`config.mk`:
```
export PLATFORM = sky130hd
export DESIGN_NAME = param_reg_file
export DESIGN_NICKNAME = d
export VERILOG_FILES = /design/src/rtl/param_reg_file.sv
export SDC_FILE = /design/constraint.sdc
export NUM_CORES = 2
export LEC_CHECK = 0
export BUFFER_PORTS_ARGS = -buffer_cell sky130_fd_sc_hd__clkbuf_2
export CORE_MARGIN = 4
export CORE_UTILIZATION = 53
export DETAILED_ROUTE_END_ITERATION = 8
export PLACE_DENSITY = 0.72
export RECOVER_POWER = 25
export REMOVE_ABC_BUFFERS = 1
export SLEW_MARGIN = 20
export SYNTH_ARGS = -nofsm -noshare
export SYNTH_HDL_FRONTEND = slang
export SYNTH_SLANG_ARGS = --single-unit
```
`constraint.sdc`:
```
create_clock -name clk -period 4.6 [get_ports clk]
set_clock_uncertainty 0.1 [all_clocks]
set_input_delay 0.23 -clock clk [delete_from_list [all_inputs] [get_ports clk]]
set_output_delay 0.23 -clock clk [all_outputs]
set_load 0.005 [all_outputs]
```
`src/rtl/param_reg_file.sv`:
```
// param_reg_file: parametrised register file with two asynchronous read
// ports, two synchronous write ports and a built-in clear sequencer that
// zeroes every entry after reset or on a clr request. The storage array has
// no per-entry reset so it can map onto distributed RAM.
// Optional feature: define REGFILE_BYPASS_EN to forward same-cycle write data
// to the read ports; undefined (default) reads return pre-edge array contents.
module param_reg_file #(
  parameter int DATA_W   = 32,
  parameter int ADDR_W   = 5,
  parameter int ZERO_REG = 1
) (
  input  logic              clk,
  input  logic              rst,
  input  logic              clr,
  output logic              ready,
  input  logic              we1,
  input  logic [ADDR_W-1:0] wa1,
  input  logic [DATA_W-1:0] wd1,
  input  logic              we2,
  input  logic [ADDR_W-1:0] wa2,
  input  logic [DATA_W-1:0] wd2,
  input  logic [ADDR_W-1:0] ra1,
  input  logic [ADDR_W-1:0] ra2,
  output logic [DATA_W-1:0] rd1,
  output logic [DATA_W-1:0] rd2
);

  localparam int DEPTH = 2 ** ADDR_W;
  localparam bit ZR    = (ZERO_REG != 0);

  localparam logic [0:0] S_CLEAR = 1'b0;
  localparam logic [0:0] S_READY = 1'b1;

  logic [0:0]        state_q, state_d;
  logic [ADDR_W:0]   cptr_q, cptr_d;
  logic [ADDR_W:0]   cptr_inc_s;
  logic              ready_s;
  logic              wen1_s, wen2_s;
  logic [DATA_W-1:0] mem_q [DEPTH];

  // The clear pointer carries one extra bit; its MSB setting marks the end of the sweep.
  assign cptr_inc_s = cptr_q + {{ADDR_W{1'b0}}, 1'b1};
  assign ready_s    = (state_q == S_READY);
  assign ready      = ready_s;

  // Next-state logic for the clear sequencer; clr always restarts the sweep at entry 0.
  always_comb begin
    state_d = state_q;
    cptr_d  = cptr_q;
    case (state_q)
      S_CLEAR: begin
        if (clr) begin
          cptr_d = '0;
        end else if (cptr_inc_s[ADDR_W]) begin
          state_d = S_READY;
          cptr_d  = cptr_inc_s;
        end else begin
          cptr_d  = cptr_inc_s;
        end
      end
      S_READY: begin
        if (clr) begin
          state_d = S_CLEAR;
          cptr_d  = '0;
        end else begin
          state_d = S_READY;
        end
      end
      default: begin
        state_d = S_CLEAR;
        cptr_d  = '0;
      end
    endcase
  end

  // Sequencer state; reset forces a fresh clear sweep from entry 0.
  always_ff @(posedge clk or posedge rst) begin
    if (rst) begin
      state_q <= S_CLEAR;
      cptr_q  <= '0;
    end else begin
      state_q <= state_d;
      cptr_q  <= cptr_d;
    end
  end

  // Write qualification: port 2 wins a same-address collision, entry 0 is read-only zero when ZR.
  always_comb begin
    wen1_s = 1'b0;
    wen2_s = 1'b0;
    if (ready_s) begin
      wen1_s = we1 && !(ZR && (wa1 == '0)) && !(we2 && (wa2 == wa1));
      wen2_s = we2 && !(ZR && (wa2 == '0));
    end else begin
      wen1_s = 1'b0;
      wen2_s = 1'b0;
    end
  end

  // Storage array, no reset: the sweep zeroes one entry per cycle, otherwise the write ports commit.
  always_ff @(posedge clk) begin
    if (state_q == S_CLEAR) begin
      mem_q[cptr_q[ADDR_W-1:0]] <= '0;
    end else begin
      if (wen1_s) mem_q[wa1] <= wd1;
      if (wen2_s) mem_q[wa2] <= wd2;
    end
  end

  // Read port 1: zero while clearing or for the hard-wired zero entry.
  always_comb begin
    rd1 = '0;
    if (ready_s && !(ZR && (ra1 == '0))) begin
`ifdef REGFILE_BYPASS_EN
      if (we2 && (wa2 == ra1)) begin
        rd1 = wd2;
      end else if (we1 && (wa1 == ra1)) begin
        rd1 = wd1;
      end else begin
        rd1 = mem_q[ra1];
      end
`else
      rd1 = mem_q[ra1];
`endif
    end else begin
      rd1 = '0;
    end
  end

  // Read port 2: same rules as port 1.
  always_comb begin
    rd2 = '0;
    if (ready_s && !(ZR && (ra2 == '0))) begin
`ifdef REGFILE_BYPASS_EN
      if (we2 && (wa2 == ra2)) begin
        rd2 = wd2;
      end else if (we1 && (wa1 == ra2)) begin
        rd2 = wd1;
      end else begin
        rd2 = mem_q[ra2];
      end
`else
      rd2 = mem_q[ra2];
`endif
    end else begin
      rd2 = '0;
    end
  end

endmodule
```
==> out/qor_table.md <==
| Result | Value |
|---|---|
| Total of max-cap violations | 5 |
| Slowest stage cell on the critical path | sky130_fd_sc_hd__clkbuf_2 |
| Overall die height | 341 um |
| Global-route wire length before repair | 276000 um |
| Cell chain of the critical path | o211ai_1, nor2_1, mux2_1, o21ai_4, clkbuf_2 |
| Final hold slack | 0.176 ns |
| Global-route usage over all layers | 0.326 |
| Final critical-path share of the clock period | 0.874 |
| Startpoint-to-endpoint class of the critical path | register to register |
| Number of warnings issued by yosys | 0 |
| Seq/Total Area, Yosys | 0.525 |
| Via count of the first global-routing pass | 41700 |
| Syn Area/Cell | 12.5 um2 |
| Routed wirelength normalized by instance count | 31.1 um |
| Fraction of registers with async set or reset after synthesis | 0.00679 |
| Final Max Slew Viols | 128 |
| CTS max path bufs | 3 |
| Total via count in the routed design | 42000 |
| Min-delay worst type | input port to register |
| Clock latency on the worst-skew pair | 0.70 ns |
| Critical Path Fanout Max | 32 |
| Root Buffer | sky130_fd_sc_hd__clkbuf_16 |
| TritonCTS clock tree | built |
| Final wirelength | 190000 um |
| Antenna Violating Nets Remaining | 0 |
| Share of cells above drive strength 1 | 0.244 |
| Util after Layout | 0.583 |
| Quantity of hold-fixing buffers added after cts | 7 |
| Pwr per Cell Area | 321 nW/um2 |
| Hold Violations, Final | 0 |
| Floorplan die area | 117000 um2 |
| CTS H-tree depth | 3 |
| Required time of the critical path | 4.81 ns |
| Failing checks | capacitance limit, slew limit |
| Outcome | finished with violations |
| Worst Max-Slew Pin Slew | 1.81 ns |
| Leading register cell type out of synthesis | sky130_fd_sc_hd__edfxtp_1 |
| Number of cells upsized or downsized after cts | 0 |
| Power after layout | 20700 uW |
| Number of vias per cell | 6.88 |
| Iteration count of the initial detailed-routing pass | 6 |
| Number of design-rule violations left by the first detailed-router iteration | 6620 |
| Clock buffer count from CTS | 109 |
| Num ports | 154 |
| Number of buffers inserted by port buffering | 153 |
| #FFs+latches synth | 1031 |
| Core area | 111000 um2 |
| Setup-failing EPs final | 0 |
| Clock input transition at the sequential cells of the worst setup and hold paths | 0.06 ns |
| Final setup TNS | 0 ns |
| Estimated wirelength of the detail-placed design | 106000 um |
| Number of clock sinks seen by CTS | 1031 |
| Data arrival time at the worst-slack endpoint | 4.22 ns |
| Count of different cell masters after synthesis | 41 |
| Die Width | 341 um |
| Relative max-transition margin | -0.204 |
| RSZ-0062 raised after global routing | no |
| Largest vdd supply drop | 0.000300 V |
| Row count | 122 |
| Weighted congestion reported at the end of routability-driven placement | 0.902 |
| Residual DRC count | 0 |
| Starting density of the core | 0.533 |
| Critical Path Sink Type | register |
| Fmax | 0.249 GHz |
| Layout Cells excl Fill | 6106 |
| Final nets | 4614 |
| Startpoint class of the critical path | register |
| Kind of cell adding the most delay to the critical path | buffers and inverters |
| Leakage component of the power | 0.0213 uW |
| Global-route congestion overflow total | 0 |
| WP buf/inv | 1 |
| Number of enable flip-flop cells after synthesis | 1024 |
| Synth-to-Final Area Change | 9.42% |
| Synthesized instance count | 4706 |
| Setup Buffers After CTS | 0 |
| Pin count of the biggest net entering global routing | 77 |
| Time the worst path needs with I/O delays and setup | 4.02 ns |
| Number of instances in the placed design | 5894 |
| Number of antenna violations at the first check in global routing | 5 |
| Synthesized cell area | 58900 um2 |
| Largest stage delay on the critical path | 1.24 ns |
[synthesized netlist by cell type, types with 2 or more instances]
cell,number,share of area
sky130_fd_sc_hd__a31oi_1,5,0.00053
sky130_fd_sc_hd__mux2i_1,4,0.00068
sky130_fd_sc_hd__o221ai_1,8,0.0012
sky130_fd_sc_hd__mux4_2,632,0.24
sky130_fd_sc_hd__nand2b_1,2,0.00021
sky130_fd_sc_hd__o21ai_1,185,0.016
sky130_fd_sc_hd__or2_2,3,0.00032
sky130_fd_sc_hd__xnor2_1,6,0.00089
sky130_fd_sc_hd__xor2_1,3,0.00045
sky130_fd_sc_hd__o22ai_1,7,0.00074
sky130_fd_sc_hd__edfxtp_1,1024,0.52
sky130_fd_sc_hd__nor2_1,74,0.0047
sky130_fd_sc_hd__mux4_1,8,0.0036
sky130_fd_sc_hd__buf_2,70,0.0059
sky130_fd_sc_hd__dfrtp_1,7,0.0030
sky130_fd_sc_hd__or3b_2,2,0.00030
sky130_fd_sc_hd__buf_12,5,0.0017
sky130_fd_sc_hd__inv_1,108,0.0069
sky130_fd_sc_hd__nor2b_1,3,0.00032
sky130_fd_sc_hd__nor3_1,3,0.00025
sky130_fd_sc_hd__a22oi_1,3,0.00038
sky130_fd_sc_hd__or3_1,6,0.00064
sky130_fd_sc_hd__buf_6,25,0.0048
sky130_fd_sc_hd__nor3b_1,3,0.00038
sky130_fd_sc_hd__or4_1,2,0.00025
sky130_fd_sc_hd__mux2_2,3,0.00057
sky130_fd_sc_hd__buf_1,28,0.0018
sky130_fd_sc_hd__nand3b_1,5,0.00064
sky130_fd_sc_hd__buf_4,9,0.0011
sky130_fd_sc_hd__o21ai_0,891,0.076
sky130_fd_sc_hd__clkbuf_1,446,0.028
sky130_fd_sc_hd__nand2_1,1041,0.066
sky130_fd_sc_hd__a21oi_1,5,0.00042
sky130_fd_sc_hd__nand3_1,73,0.0062
[stage by stage]
stage,setup WS [ns],cell area (um2)
global route,0.456,64400
floorplan,-2.10,56300
global placement,1.41,61100
CTS,0.996,64600
detailed placement,1.37,61100
finish,0.581,64400
[sequential cells by signal, summed over array words and instances, names as in the netlist]
signal and cells:
cptr_q 6, mem_q 1024, ready 1
[layer usage]
metal | up-vias | track usage | routed length [um]
met5 | - | 0 | 8
met4 | 2 | 0.161 | 10700
met3 | 624 | 0.0990 | 29300
met2 | 3322 | 0.504 | 87300
met1 | 20600 | 0.424 | 62400
li1 | 17500 | - | -
[layout make-up]
class / instances / area (um2)
diodes: 4 / 10.0
fillers: 8459 / 46100
clock buffers: 130 / 2830
flip-flops and latches: 1031 / 30900
repair buffers: 291 / 2230
clock inverters: 71 / 608
well taps: 1488 / 1860
inverters: 108 / 405
multi-input cells: 2983 / 25600
[tightest hold or removal path: cells and delay by family]
family	cells	cell delay, ns
AO/OA/AOI/OAI	1	0.08
buffers and inverters	1	0.48
AND/OR/NAND/NOR	1	0.08
[layout by cell type (no fill, tap or decap), drive strengths merged, types with 3 or more instances in the layout]
cell and instances:
mux2 3, diode 4, inv 111, mux4 640
dfrtp 7, nand2 1041, a22oi 3, a21oi 5
buf 121, o21ai 1076, a31oi 5, dlygate4sd3 7
or2 3, nor3 3, edfxtp 1024, o221ai 8
xor2 3, o22ai 7, clkinv 57, nor2b 3
clkinvlp 3, nor2 74, nor3b 3, mux2i 4
xnor2 6, nand3 73, bufinv 8, nand3b 5
or3 6, clkbuf 293
[path summary, 6_finish.rpt]
| check | start | to | slack, ns | cells past startpoint |
|---|---|---|---|---|
| max in group asynchronous | rst | cptr_q[4]$_DFFE_PP0P_ | 3.73 | 4 |
| min | wd2[24] | mem_q[18][24]$_DFFE_PP_ | 0.18 | 3 |
| max | ready$_DFF_PP0_ | mem_q[19][26]$_DFFE_PP_ | 0.58 | 5 |
| min in group asynchronous | rst | ready$_DFF_PP0_ | 0.44 | 4 |
| max reg2reg | ready$_DFF_PP0_ | mem_q[19][26]$_DFFE_PP_ | 0.58 | 5 |
| min reg2reg | cptr_q[5]$_DFFE_PP0P_ | cptr_q[5]$_DFFE_PP0P_ | 0.49 | 2 |
[where the power goes]
part	leakage [uW]	internal, uW	switching (uW)	total [uW]
Clock	0.00168	4830	3840	8670
Combinational	0.00951	740	904	1640
Sequential	0.0101	10300	45.4	10300
[cells by family after synthesis]
kind of cell / synth area share
flip-flops: 0.525
buffers and inverters: 0.0509
adder cells (fa/ha/maj): 0.000212
XOR/XNOR: 0.00134
AND/OR/NAND/NOR: 0.0808
multiplexers: 0.247
AO/OA/AOI/OAI: 0.0951
Note: power is estimated with default switching activity, not from simulation.
